File: src/rtl/iopmp_cfg_pkg.sv
// Shared constants for the IOPMP configuration master.
// Holds the register offsets inside the IOPMP config window, the command
// type encodings, the AHB-Lite HTRANS/HSIZE/HRESP/HPROT constants and the
// FSM state enum.
package iopmp_cfg_pkg;

  // Register offsets relative to the IOPMP config window base
  localparam logic [31:0] OFF_SRCID      = 32'h0000_0000;
  localparam logic [31:0] OFF_SRCMD_DATA = 32'h0000_0004;
  localparam logic [31:0] OFF_MD_SEL     = 32'h0000_0008;
  localparam logic [31:0] OFF_INTR_CLEAR = 32'h0000_000C;

  // Command type encodings; 4..7 are illegal
  localparam logic [2:0] CMD_SRCMD      = 3'd0;
  localparam logic [2:0] CMD_MD_SEL     = 3'd1;
  localparam logic [2:0] CMD_MD_ENTRY   = 3'd2;
  localparam logic [2:0] CMD_INTR_CLEAR = 3'd3;

  // AHB-Lite constants
  localparam logic [1:0] HTRANS_IDLE   = 2'b00;
  localparam logic [1:0] HTRANS_NONSEQ = 2'b10;
  localparam logic [2:0] HSIZE_WORD    = 3'b010;
  localparam logic [1:0] HRESP_OKAY    = 2'b00;
  localparam logic [1:0] HRESP_ERROR   = 2'b01;
  localparam logic [3:0] HPROT_CFG     = 4'b0011;  // privileged data access

  typedef enum logic [1:0] {
    ST_IDLE = 2'd0,
    ST_ADDR = 2'd1,
    ST_DATA = 2'd2,
    ST_RESP = 2'd3
  } state_e;

endpackage

File: src/rtl/iopmp_cfg_master.sv
// IOPMP configuration master.
// Turns simple configuration commands into single, non-pipelined AHB-Lite
// write transfers into the IOPMP config window, and can autonomously clear
// the IOPMP deny interrupt. Also counts rising edges of the deny interrupt.
//
// Ports:
//   hclk, hrst            clock, synchronous active-high reset
//   cmd_valid/cmd_ready   command handshake: a command transfers on the
//                         rising edge where both are 1. cmd_ready depends
//                         only on FSM state, hrst, auto_clr_en and intr,
//                         never on cmd_valid.
//   cmd_type/id/ms32/index/data  command fields, sampled on acceptance
//   rsp_valid, rsp_err    one-cycle completion pulse and its error flag
//   auto_clr_en, intr     autonomous interrupt clear enable, deny interrupt
//   deny_cnt              saturating count of intr rising edges
//   hsel..hwdata, hready, hresp   AHB-Lite master port
//   fsm_state             current FSM state (debug observation)
module iopmp_cfg_master
  import iopmp_cfg_pkg::*;
#(
  parameter logic [31:0] IOPMP_BASE    = 32'h4002_0000,
  parameter logic [31:0] MD_ENTRY_BASE = 32'h4002_03A0,
  parameter int unsigned MD_ENTRY_MAX  = 531
) (
  input  logic        hclk,
  input  logic        hrst,
  input  logic        cmd_valid,
  output logic        cmd_ready,
  input  logic [2:0]  cmd_type,
  input  logic [15:0] cmd_id,
  input  logic        cmd_ms32,
  input  logic [9:0]  cmd_index,
  input  logic [31:0] cmd_data,
  output logic        rsp_valid,
  output logic        rsp_err,
  input  logic        auto_clr_en,
  input  logic        intr,
  output logic [15:0] deny_cnt,
  output logic        hsel,
  output logic [31:0] haddr,
  output logic [1:0]  htrans,
  output logic        hwrite,
  output logic [2:0]  hsize,
  output logic [3:0]  hprot,
  output logic [31:0] hwdata,
  input  logic        hready,
  input  logic [1:0]  hresp,
  output logic [1:0]  fsm_state
);

  state_e      state;
  logic [2:0]  type_q;
  logic [15:0] id_q;
  logic        ms32_q;
  logic [9:0]  index_q;
  logic [31:0] data_q;
  logic        second_q;  // SRCMD: SRCID write done, SRCMD_DATA write in progress
  logic        err_q;
  logic        auto_q;    // current transfer is an autonomous interrupt clear
  logic        intr_q;

  logic        auto_pend;
  logic        cmd_illegal;
  logic        in_addr;
  logic [31:0] wr_addr;
  logic [31:0] wr_data;

  assign auto_pend   = auto_clr_en && intr;
  assign cmd_ready   = (state == ST_IDLE) && !hrst && !auto_pend;
  assign cmd_illegal = (cmd_type > CMD_INTR_CLEAR) ||
                       ((cmd_type == CMD_MD_ENTRY) && ({22'b0, cmd_index} > MD_ENTRY_MAX));

  always_ff @(posedge hclk) begin
    if (hrst) begin
      state    <= ST_IDLE;
      type_q   <= '0;
      id_q     <= '0;
      ms32_q   <= 1'b0;
      index_q  <= '0;
      data_q   <= '0;
      second_q <= 1'b0;
      err_q    <= 1'b0;
      auto_q   <= 1'b0;
      intr_q   <= 1'b0;
      deny_cnt <= '0;
    end else begin
      // Deny counter runs regardless of what the FSM is doing
      intr_q <= intr;
      if (intr && !intr_q && (deny_cnt != 16'hFFFF)) begin
        deny_cnt <= deny_cnt + 16'd1;
      end

      case (state)
        ST_IDLE: begin
          if (auto_pend) begin
            // Interrupt clear wins over any waiting command
            type_q   <= CMD_INTR_CLEAR;
            data_q   <= '0;
            second_q <= 1'b0;
            err_q    <= 1'b0;
            auto_q   <= 1'b1;
            state    <= ST_ADDR;
          end else if (cmd_valid) begin
            type_q   <= cmd_type;
            id_q     <= cmd_id;
            ms32_q   <= cmd_ms32;
            index_q  <= cmd_index;
            data_q   <= cmd_data;
            second_q <= 1'b0;
            auto_q   <= 1'b0;
            err_q    <= cmd_illegal;
            // Illegal commands report an error without touching the bus
            state    <= cmd_illegal ? ST_RESP : ST_ADDR;
          end
        end
        ST_ADDR: begin
          if (hready) state <= ST_DATA;
        end
        ST_DATA: begin
          if (hready) begin
            if (hresp == HRESP_ERROR) begin
              err_q <= 1'b1;
              state <= ST_RESP;
            end else if ((type_q == CMD_SRCMD) && !second_q) begin
              second_q <= 1'b1;
              state    <= ST_ADDR;
            end else begin
              state <= ST_RESP;
            end
          end
        end
        ST_RESP: state <= ST_IDLE;
        default: state <= ST_IDLE;
      endcase
    end
  end

  always_comb begin
    wr_addr = IOPMP_BASE;
    case (type_q)
      CMD_SRCMD:      wr_addr = IOPMP_BASE + (second_q ? OFF_SRCMD_DATA : OFF_SRCID);
      CMD_MD_SEL:     wr_addr = IOPMP_BASE + OFF_MD_SEL;
      CMD_MD_ENTRY:   wr_addr = MD_ENTRY_BASE + {20'b0, index_q, 2'b00};
      CMD_INTR_CLEAR: wr_addr = IOPMP_BASE + OFF_INTR_CLEAR;
      default:        wr_addr = IOPMP_BASE;
    endcase
  end

  always_comb begin
    wr_data = data_q;
    if ((type_q == CMD_SRCMD) && !second_q) begin
      wr_data = {ms32_q, 15'b0, id_q};
    end else if (type_q == CMD_INTR_CLEAR) begin
      wr_data = '0;
    end
  end

  assign in_addr   = (state == ST_ADDR);
  assign hsel      = in_addr;
  assign htrans    = in_addr ? HTRANS_NONSEQ : HTRANS_IDLE;
  assign hwrite    = in_addr;
  assign hsize     = in_addr ? HSIZE_WORD : 3'b000;
  assign hprot     = in_addr ? HPROT_CFG : 4'b0000;
  assign haddr     = in_addr ? wr_addr : 32'h0;
  assign hwdata    = (state == ST_DATA) ? wr_data : 32'h0;

  assign rsp_valid = (state == ST_RESP) && !auto_q;
  assign rsp_err   = rsp_valid && err_q;
  assign fsm_state = state;

endmodule

File: config.mk
export PLATFORM = sky130hd
export DESIGN_NAME = iopmp_cfg_master
export DESIGN_NICKNAME = d
export VERILOG_FILES = /design/src/rtl/iopmp_cfg_pkg.sv /design/src/rtl/iopmp_cfg_master.sv
export SDC_FILE = /design/constraint.sdc
export NUM_CORES = 1
export LEC_CHECK = 0
export BUFFER_PORTS_ARGS = -buffer_cell sky130_fd_sc_hd__buf_2
export CORE_MARGIN = 1
export CORE_UTILIZATION = 48
export DETAILED_ROUTE_END_ITERATION = 8
export PLACE_DENSITY = 0.92
export SYNTH_ARGS = -nofsm -noshare
export SYNTH_HDL_FRONTEND = slang
export SYNTH_SLANG_ARGS = --single-unit
File: constraint.sdc
create_clock -name hclk -period 2.6 [get_ports hclk]
set_clock_uncertainty 0.2 [all_clocks]
set_input_delay 0.52 -clock hclk [delete_from_list [all_inputs] [get_ports hclk]]
set_output_delay 0.52 -clock hclk [all_outputs]
set_load 0.02 [all_outputs]
==> results.tsv <==
metric	value	unit
outcome	completed	
path_class	register to primary output	
gp_congestion	0.8279	
drt-pass1-iter-count	5	
vias	3970	
diodes	0	
cts_max_level	3	
clk_latency	0.34	ns
hold_viol_final	0	
grt_max_degree	90	
ant_nets	0	
drive_gt1_share	33.66	%
clk_pin_slew	0.09	ns
min_period	2.595	ns
finalNetCount	688	
worstSetupStartpointType	register	
yosysSeqAreaShare	42.67	%
postRouteWirelength	10.75	mm
critical_path_required	1.88	ns
ys_ff_latch	84	
synth_edf_count	0	
place_hpwl	7.135	mm
crit_fanout	16	
ys_async_sr_fraction	0	%
rrSetupSlack	0.37	ns
tightest_slew	0.6272	ns
wl_per_cell	14.86	um
cts_buffers	9	
setup_violations	0	
power_density	559.9	nW/um^2
grt_pass1_vias	3507	
antenna_found_initial	0	
final.setup.tns	0	ns
finalCritPeriodShare	99.82	%
die_area	8578	sq um
cts.sinks	84	
numPortBuffers	141	
arrival	1.88	ns
pin_count	166	
nFillCells	666	
yosysWarnings	0	
first_iter_violations	262	
fin_hold_ws	0.2048	ns
cts-root-buf	clkbuf_8	
avgSynthCellArea	8.110	sq um
rsz0062_at_grt	true	
overflow	0	
post-route-drc-count	0	
via_per_inst	5.491	
start_util	50.22	%
die_h	92.62	um
final_cell_mix	111 x buf_2, 79 x dfxtp_1, 67 x nand2_1, 52 x nor2_1, 41 x a21oi_1	
grt_pass1_wl	15.97	mm
syn_inst	486	
synth_flop_cell	dfxtp_1	
ir_worst_vdd	0.3931	mV
fmax	385.3	MHz
die_w	92.62	um
final_max_slew_viol_count	0	
leakagePower	0.002207	uW
cts_tree	yes	
final_common_cell	buf_2	
synth_area	3941	sq um
grt_usage	23.10	%
max_cap_violations	0	
area_growth_syn_to_layout	29.37	%
hp-class	input pin to register	
rows	32	
maxSlewHeadroom	57.80	%
synth_cell_types	48	
cts_buffer_depth	2	
ctsHoldBuffers	0	
cp-end-kind	primary output	
core_area	7848	sq um
[layout make-up]
type / count / area [sq um] / share of cell area (%)
repair buffers: 158 / 1005 / 19.71
well taps: 102 / 127.6 / 2.503
clock buffers: 10 / 127.6 / 2.503
multi-input cells: 357 / 2076 / 40.71
clock inverters: 6 / 47.55 / 0.9325
inverters: 6 / 22.52 / 0.4417
flip-flops and latches: 84 / 1693 / 33.20
[metal layers]
metal  routed length, um  track usage, %
met5                   0               0
met2                5178           37.96
met4                 285           10.64
met3                 716           4.269
met1                4565           29.33
[synthesized netlist by cell type (3+ instances only)]
| master | count | area [sq um] |
|---|---|---|
| mux2_2 | 4 | 45.04 |
| and2_1 | 16 | 100.1 |
| a22oi_1 | 33 | 247.7 |
| a211oi_1 | 6 | 45.04 |
| xor2_1 | 3 | 26.28 |
| o31ai_1 | 4 | 30.03 |
| nand4_1 | 5 | 31.28 |
| nor3_1 | 8 | 40.04 |
| clkbuf_1 | 25 | 93.84 |
| or4_1 | 3 | 22.52 |
| o21ai_0 | 7 | 35.03 |
| nor2_1 | 59 | 221.5 |
| nand2b_1 | 5 | 31.28 |
| nand3_1 | 5 | 25.02 |
| or3_1 | 4 | 25.02 |
| nand2_1 | 68 | 255.2 |
| a21oi_1 | 43 | 215.2 |
| nor2b_1 | 6 | 37.54 |
| a22o_1 | 17 | 148.9 |
| buf_4 | 31 | 232.7 |
| a31oi_1 | 4 | 25.02 |
| dfxtp_1 | 84 | 1682 |
| o22ai_1 | 3 | 18.77 |
| inv_1 | 6 | 22.52 |
| buf_2 | 4 | 20.02 |
| nor4_1 | 6 | 37.54 |
[worst paths after layout]
| kind | from | cells past startpoint | to |
|---|---|---|---|
| worst max-delay path | type_q[1] | 6 | hwdata[1] |
| worst min-delay path | cmd_id[10] | 3 | id_q[10] |
| worst max register to register | deny_cnt[0] | 5 | deny_cnt[10] |
| worst min register to register | id_q[2] | 2 | id_q[2] |
[where the power goes]
part	internal [uW]	total (uW)	switching [uW]	leakage, uW
clock	354	839	485	0.0000755
sequential	1360	1420	58.4	0.000687
combinational	235	595	360	0.00144
[kinds of logic after synthesis]
logic type / after synthesis / share of synthesized area, %
compound gates: 122 / 20.57
xor+xnor: 4 / 0.8891
fa+ha+maj: 2 / 0.6348
buf+inv: 69 / 9.682
flops: 84 / 42.67
mux: 6 / 1.651
other cells: 1 / 0.09515
simple gates: 198 / 23.81
[stage by stage]
step	cell area [sq um]	total power, uW	worst slack [ns]	instances	utilization (%)
finish	5099	2855	0.004792	723	64.97
detailed placement	4672	1980	0.2097	702	59.53
global placement	4672	1959	0.2577	702	59.53
global route	5099	2987	-0.04203	723	64.97
CTS	4868	2822	-0.02292	718	62.04
floorplan	4076	1833	0.004134	509	-
[critical path, stage by stage, from the launching register on]
cell	delay [ns]
dfxtp_4	0.37
or3_4	0.38
a21oi_4	0.16
nor3_4	0.09
buf_6	0.16
a22o_1	0.22
buf_2	0.15
[flip-flops by register name, summed over array words and instances, names as in the netlist]
signal     count
deny_cnt      16
second_q       1
ms32_q         1
type_q         3
index_q       10
err_q          1
data_q        32
id_q          16
auto_q         1
intr_q         1
fsm_state      2
[what timing repair did]
item                                    CTS  global route
resized for setup                         6            65
endpoints found under the setup margin   41            33
buffers inserted                          0             2
pin swaps                                 1            18
cloned                                    0             3
Power figures use the tool's default switching activity.
